`config.mk`:
```
export PLATFORM = sky130hd
export DESIGN_NAME = queue_cmd_front
export DESIGN_NICKNAME = d
export VERILOG_FILES = /design/src/rtl/queue_cmd_front.sv
export SDC_FILE = /design/constraint.sdc
export NUM_CORES = 2
export LEC_CHECK = 0
export ABC_AREA = 1
export CELL_PAD_IN_SITES_DETAIL_PLACEMENT = 1
export CELL_PAD_IN_SITES_GLOBAL_PLACEMENT = 2
export CORE_MARGIN = 4
export CORE_UTILIZATION = 35
export DETAILED_ROUTE_END_ITERATION = 12
export PLACE_DENSITY = 0.71
export SYNTH_ARGS = -nofsm -noshare
export SYNTH_HDL_FRONTEND = slang
export SYNTH_SLANG_ARGS = --single-unit
```
`constraint.sdc`:
```
create_clock -name clk -period 5.7 [get_ports clk]
set_input_delay 1.14 -clock clk [delete_from_list [all_inputs] [get_ports clk]]
set_output_delay 1.14 -clock clk [all_outputs]
set_load 0.1 [all_outputs]
```
`src/rtl/queue_cmd_front.sv`:
```
// Command front-end for the indexed queue: ADD/CANCEL/POP by ID.
// Sequenced IDLE->EXEC->CHECK->RESP so that at most one queue strobe fires per command.
module queue_cmd_front #(
    parameter int PAYLOAD_SIZE = 24,
    parameter int ID_WIDTH     = 8,
    parameter int FIFO_SIZE    = 1024,
    parameter int PTR_WIDTH    = $clog2(FIFO_SIZE),
    parameter int QDATA_SIZE   = PAYLOAD_SIZE + ID_WIDTH
) (
    input  logic                    clk,
    input  logic                    reset,
    input  logic                    cmd_valid,
    output logic                    cmd_ready,
    input  logic [1:0]              cmd_op,
    input  logic [ID_WIDTH-1:0]     cmd_id,
    input  logic [PAYLOAD_SIZE-1:0] cmd_payload,
    output logic                    q_push_flag,
    output logic [QDATA_SIZE-1:0]   q_push_data,
    output logic                    q_pop_flag,
    input  logic [QDATA_SIZE-1:0]   q_pop_data,
    output logic                    q_remove_flag,
    output logic [PTR_WIDTH-1:0]    q_remove_index,
    input  logic                    q_full,
    input  logic                    q_empty,
    input  logic                    q_error_reg,
    input  logic                    q_error_rem,
    input  logic                    q_error_time,
    output logic                    rsp_valid,
    input  logic                    rsp_ready,
    output logic [2:0]              rsp_status,
    output logic [ID_WIDTH-1:0]     rsp_id,
    output logic [PAYLOAD_SIZE-1:0] rsp_payload
);

    localparam int DEPTH = 2 ** ID_WIDTH;

    localparam logic [1:0] OP_ADD    = 2'd0;
    localparam logic [1:0] OP_CANCEL = 2'd1;
    localparam logic [1:0] OP_POP    = 2'd2;

    localparam logic [2:0] ST_OK    = 3'd0;
    localparam logic [2:0] ST_DUP   = 3'd1;
    localparam logic [2:0] ST_NF    = 3'd2;
    localparam logic [2:0] ST_FULL  = 3'd3;
    localparam logic [2:0] ST_EMPTY = 3'd4;
    localparam logic [2:0] ST_QERR  = 3'd5;

    typedef enum logic [1:0] {IDLE, EXEC, CHECK, RESP} state_t;

    state_t                  state, state_nx;
    logic [1:0]              op;
    logic [ID_WIDTH-1:0]     id;
    logic [PAYLOAD_SIZE-1:0] payload;
    logic [DEPTH-1:0]        live;
    logic [PTR_WIDTH-1:0]    slot_mem [DEPTH];
    logic [PTR_WIDTH-1:0]    tail;
    logic [2:0]              exec_status;
    logic                    hit;
    logic                    q_err;

    assign hit            = live[id];
    assign q_err          = q_error_reg | q_error_rem | q_error_time;
    assign cmd_ready      = (state == IDLE) && reset;
    assign rsp_valid      = (state == RESP);
    assign q_push_data    = {payload, id};
    assign q_remove_index = slot_mem[id];

    // Strobes are decoded from the state so an async reset cuts them at once.
    always_comb begin
        state_nx      = state;
        q_push_flag   = 1'b0;
        q_pop_flag    = 1'b0;
        q_remove_flag = 1'b0;
        exec_status   = ST_OK;
        unique case (state)
            IDLE:  if (cmd_valid) state_nx = EXEC;
            EXEC: begin
                state_nx = CHECK;
                unique case (op)
                    OP_ADD: begin
                        if (hit)         exec_status = ST_DUP;
                        else if (q_full) exec_status = ST_FULL;
                        else             q_push_flag = 1'b1;
                    end
                    OP_CANCEL: begin
                        if (!hit) exec_status   = ST_NF;
                        else      q_remove_flag = 1'b1;
                    end
                    OP_POP: begin
                        if (q_empty) exec_status = ST_EMPTY;
                        else         q_pop_flag  = 1'b1;
                    end
                    default: exec_status = ST_NF;
                endcase
            end
            CHECK: state_nx = RESP;
            RESP:  if (rsp_ready) state_nx = IDLE;
            default: state_nx = IDLE;
        endcase
    end

    always_ff @(posedge clk or negedge reset) begin
        if (!reset) begin
            state       <= IDLE;
            op          <= OP_ADD;
            id          <= '0;
            payload     <= '0;
            live        <= '0;
            tail        <= '0;
            rsp_status  <= ST_OK;
            rsp_id      <= '0;
            rsp_payload <= '0;
        end else begin
            state <= state_nx;
            if (state == IDLE && cmd_valid) begin
                op      <= cmd_op;
                id      <= cmd_id;
                payload <= cmd_payload;
            end
            if (state == EXEC) begin
                rsp_status <= exec_status;
                if (q_push_flag) begin
                    live[id] <= 1'b1;
                    tail     <= tail + 1'b1;
                end
                if (q_remove_flag) live[id] <= 1'b0;
                if (op == OP_POP) begin
                    rsp_id      <= q_pop_flag ? q_pop_data[ID_WIDTH-1:0] : '0;
                    rsp_payload <= q_pop_flag ? q_pop_data[QDATA_SIZE-1:ID_WIDTH] : '0;
                end else begin
                    rsp_id      <= id;
                    rsp_payload <= '0;
                end
            end
            // A popped ID is only released once the queue reports no error.
            if (state == CHECK) begin
                if (q_err)
                    rsp_status <= ST_QERR;
                else if (op == OP_POP && rsp_status == ST_OK)
                    live[rsp_id] <= 1'b0;
            end
        end
    end

    always_ff @(posedge clk) begin
        if (q_push_flag) slot_mem[id] <= tail;
    end

endmodule

```
---- Word level (Yosys, flattened, before mapping) ----
Memories as Yosys holds them, arrays and structs flattened.
Cells that the tools add are included.
cells by class
  equality and inequality tests ........... 7
  reduce and logical (&&, ||, !) cells .... 10
  muxes and demuxes ....................... 40
  add/subtract/negate cells ............... 1
  bitwise gates (word level) .............. 7
  magnitude comparators ................... 4
operators by type and width
  kind                                                                number
  2-to-1 mux 256 bit                                                  7
  bitwise AND 256 bit                                                 2
  inverter 256 bit                                                    2
  OR 256 bit                                                          1
  2-to-1 mux 24 bit                                                   2
  less-than comparator 8 x 9 -> 1 bit (second input constant)         2
  demux 1 bit (select 8 bit)                                          2
  greater-or-equal comparator 8 x 1 -> 1 bit (second input constant)  2
  2-to-1 mux 8 bit                                                    2
  2-to-1 mux 1 bit                                                    15
  2-to-1 mux 3 bit                                                    4
  adder 10 x 1 -> 10 bit (second input constant)                      1
  2-to-1 mux 2 bit                                                    5
  case mux 3 bit (3 select lines)                                     1
  binary-select mux 1 bit (select 8 bit)                              1
  case mux 2 bit (4 select lines)                                     1
  equality test 2 bit (second input constant)                         3
  logical AND 1 bit                                                   5
  equality test 2 x 1 -> 1 bit (second input constant)                2
  logical NOT 2 bit                                                   2
  AND reduction 2 bit                                                 2
  logical NOT 3 bit                                                   1
  inequality test 2 x 1 -> 1 bit (second input constant)              1
  inequality test 2 bit (second input constant)                       1
  OR 1 bit                                                            2
storage, ports and cells
  memories kept ........................... 1
  output and inout port bits .............. 82
  register bits after elaboration ......... 337
  bits of input ports ..................... 75
  RAM bits ................................ 2560
  logic and storage cells ................. 79
memories
  name      depth  bits a word  rd ports  clocked after memory_dff  write ports  RTL line  text
  slot_mem  256    10           1         0                         1            55        logic [PTR_WIDTH-1:0] slot_mem [DEPTH];

---- Depth between registers and ports, before layout ----
  word-level depth ........................ 14
  depth in mapped cells ................... 22
  gate-level depth less buffers ........... 20

---- Worst setup path after synthesis ----
Ideal clock, no wire load.
  kind .................................... reg-to-output
  start ................................... register id[2]
  end ..................................... output q_remove_flag
  slack ................................... -55 ps
  data required time ...................... 4560 ps
  data arrival time ....................... 4615 ps
  path buffers ............................ 2
  stages on the path, launching flop included .. 17
  cell sequence ........................... dfrtp_1 -> nand2_1 -> inv_1 -> clkbuf_1 -> nand2_1 -> nand2_1 -> nor2_1 -> nor2_1 -> nor2_1 -> nand2_1 -> nand2_1 -> nand2_2 -> inv_1 -> nand2_2 -> buf_4 -> nand2_1 -> nor3_1
between the ends
  cells in the longest elaborated chain, start to end .. 5
RTL lines
  item                                    RTL line  text
  start: declaration                      52        logic [ID_WIDTH-1:0] id;
  start signal: assignment                117       id <= cmd_id;
  binary-select mux 1 bit (select 8 bit)  61        assign hit = live[id];
  2-to-1 mux 1 bit (not written as such)  61
  2-to-1 mux 1 bit                        86        if (!hit) exec_status = ST_NF;
  2-to-1 mux 1 bit                        79        unique case (op)
  2-to-1 mux 1 bit                        75        unique case (state)
  end: declaration                        21        output logic q_remove_flag,
No other way between the ends. The select of a mux whose other input is x is not followed.

---- Worst setup path in the final report ----
  start ................................... register id[0]
  end ..................................... output q_remove_index[1]
between the ends
  cells in the longest elaborated chain, start to end .. 1
RTL lines
  item                        RTL line  text
  memory read (256 x 10 bit)  --
  end: declaration            22        output logic [PTR_WIDTH-1:0] q_remove_index,
No other way between the ends.

==> out/metrics.yaml <==
violations: "capacitance limit, slew limit"
finalWeightedCongestion: 0.882
vias: 85100
hpwl_um: 291000
grt_max_degree: 173
portBuffers: 156
syn2layout_area_growth_pct: 16.7
cellLeakagePower_nw: 55.7
synth-warning-count: 0
clock_latency_ps: 960
wire_per_inst_um: 31.6
rsz0062_at_grt: "yes"
final_common_cell: "edfxtp_1"
path_cells: "inv_6 -> nor2_4 -> buf_12 -> buf_12 -> buf_16 -> a22oi_2 -> nand2_1 -> nand2_1 -> nand4_1 -> a22oi_2 -> nand4_1 -> nand3b_1 -> buf_6 -> buf_12"
clock_path_buffers: 4
drive_gt1_frac: 0.124
finalMaxSlewViolations: 3
path_common_cell: "buf_12"
grt_pass1_vias: 86900
drt_first_pass_iters: 7
grtUsageTotal: 0.257
die_area_um2: 353000
period_minus_slack_ps: 5670
cts_root_buffer: "clkbuf_16"
start_util: 0.351
layout_common_cells: "edfxtp_1, nand2_1, a22oi_1, inv_1, nor2_1"
outcome: "finished with violations"
drc: 0
synth-seq-area-share: 0.709
antenna_found_initial: 12
multi_input_area_um2: 29500
maxCapViolations: 1
setup_violations: 0
via_per_inst: 5.74
num_rows: 215
timing.setup.tns_ps: 0
synthFlopType: "edfxtp_1"
path_delay_family: "simple AND/OR/NAND/NOR gates"
cts_tree: "done"
clock_skew_ps: 88.9
powerDensity_nw_per_um2: 484
cp.arrival_ps: 4530
drt_iter0_drc: 9761
cp_max_fo: 13
ant_nets: 0
gr-total-overflow: 0
synth_seq_cells: 2897
avgSynthCellArea_um2: 12.4
synth_cell_types: 45
clk_pin_slew_worst_paths_ps: 60
async_flop_share: 0.116
regArea_um2: 85400
hold_class: "input pin to async pin"
htree_num_levels: 5
postCtsHoldBufs: 0
num-nets-final: 10100
cp_num_buf_inv: 6
die_x_um: 595
slew_headroom: -0.0117
crit_path_max_incr_delay_ps: 590
ir_worst_vdd_mv: 0.443
whs_ps: 95.3
syn_inst: 9727
dp.cells: 14200
ios: 157
die_y_um: 595
crit_slowest_cell: "a22oi_2"
synth_area_um2: 120000
hold_violations: 0
instances_no_fill: 14800
grt_pass1_wl_um: 663000
crit_type: "flop to output port"
fillerInstances: 35900
cts-buffers-inserted: 317
synthesis.nets: 9808
wl_um: 469000
worstMarginPinSlew_ps: 1510
critical_path_required_ps: 4560
crit_path_start_kind: "flop"
synth_edf_count: 2560
cp-end-kind: "output port"
core_region_area_um2: 343000
cts_sinks: 2897
fin_crit_sh: 0.995
fmax_mhz: 176
## through the flow
step,utilization,power (mW),cell area (um^2),setup WS [ps]
after floorplan,-,35.4,120000,803
after global placement,0.377,46.5,129000,-242
after detailed placement,0.377,46.7,129000,-279
after CTS,0.409,67.8,140000,-152
after global routing,0.410,70.0,140000,-72.9
final,0.410,68.0,140000,30.3
## power by group
group	internal, mW	switching [mW]	total, mW
Sequential	23.5	0.446	23.9
Clock	11.5	8.86	20.4
Combinational	6.15	17.6	23.7
## logic make-up after synthesis
logic type	Yosys count	share of synthesized area
AOI/OAI and AO/OA	1883	0.107
muxes	25	0.00234
DFF	2897	0.709
adders and majority gates	6	0.000623
buffers and inverters	1511	0.0523
xor gates and xnor gates	8	0.000582
and+or+nand+nor	3397	0.128
## cell type report
class	instances	area share
Antenna cell	8	0.000142
Clock buffer	402	0.0598
Clock inverter	178	0.0124
Inverter	858	0.0237
Multi-Input combinational cell	5320	0.210
Sequential cell	2897	0.608
Tap cell	4557	0.0406
Timing Repair Buffer	604	0.0454
Timing Repair inverter	3	0.000205
## final timing paths
path                       slack [ps]                         end  cells past startpoint                     from
max reg2reg                       900  slot_mem[150][1]$_DFFE_PP_                     17        id[1]$_DFFE_PN0P_
min reg2reg                       510     payload[18]$_DFFE_PN0P_                      1  payload[18]$_DFFE_PN0P_
max in group asynchronous        3030         live[131]$_DFF_PN0_                      4                    reset
max                                30           q_remove_index[1]                     14        id[0]$_DFFE_PN0P_
min in group clk                  510     payload[18]$_DFFE_PN0P_                      1  payload[18]$_DFFE_PN0P_
min                               100         tail[3]$_DFFE_PN0P_                      1                    reset
## registers in the layout, indices dropped and copies added (netlist names)
| signal | flops |
|---|---|
| rsp_id | 8 |
| payload | 24 |
| live | 256 |
| slot_mem | 2560 |
| op | 2 |
| tail | 10 |
| state | 2 |
| rsp_status | 3 |
| id | 8 |
| rsp_payload | 24 |
## synthesized netlist by cell type, types with 2 or more instances
master	instances	area, um^2
nand3_1	20	100
mux2_2	25	282
a211o_1	3	26.3
nor3_1	35	175
buf_2	113	566
or2_2	31	194
buf_1	133	499
o211ai_1	2	15.0
or2_0	5	31.3
edfxtp_1	2560	76900
a22o_1	25	219
o21ai_0	78	390
xnor2_1	2	17.5
buf_4	25	188
dfrtp_1	337	8430
clkinv_1	14	52.6
clkbuf_1	341	1280
o22ai_1	12	75.1
nor4_1	53	332
inv_1	835	3130
a21oi_1	386	1930
nand2_2	4	25.0
ha_1	6	75.1
o21ai_1	30	150
nand4_1	438	2740
a221oi_1	2	17.5
nor4_2	4	50.1
nor2_1	729	2740
xor2_1	6	52.6
o31ai_1	38	285
inv_2	8	30.0
buf_12	6	120
buf_6	29	327
nand4_2	138	1730
a22oi_1	1305	9800
nand2_1	1929	7240
nor2_2	4	25.0
buf_8	6	90.1
or2_1	3	18.8
a21o_1	2	15.0
## layer usage
layer | track usage | wire (um)
met1 | 0.355 | 199000
met2 | 0.400 | 214000
met3 | 0.0439 | 34800
met5 | 0 | 15
met4 | 0.107 | 22000
## what timing repair did
action | in CTS | in global routing
pin swaps | 23 | 13
setup buffers | 19 | 11
setup endpoints to repair | 12 | 11
cloned | 7 | 3
gates resized for setup | 100 | 36
Power figures use the tool's default switching activity.
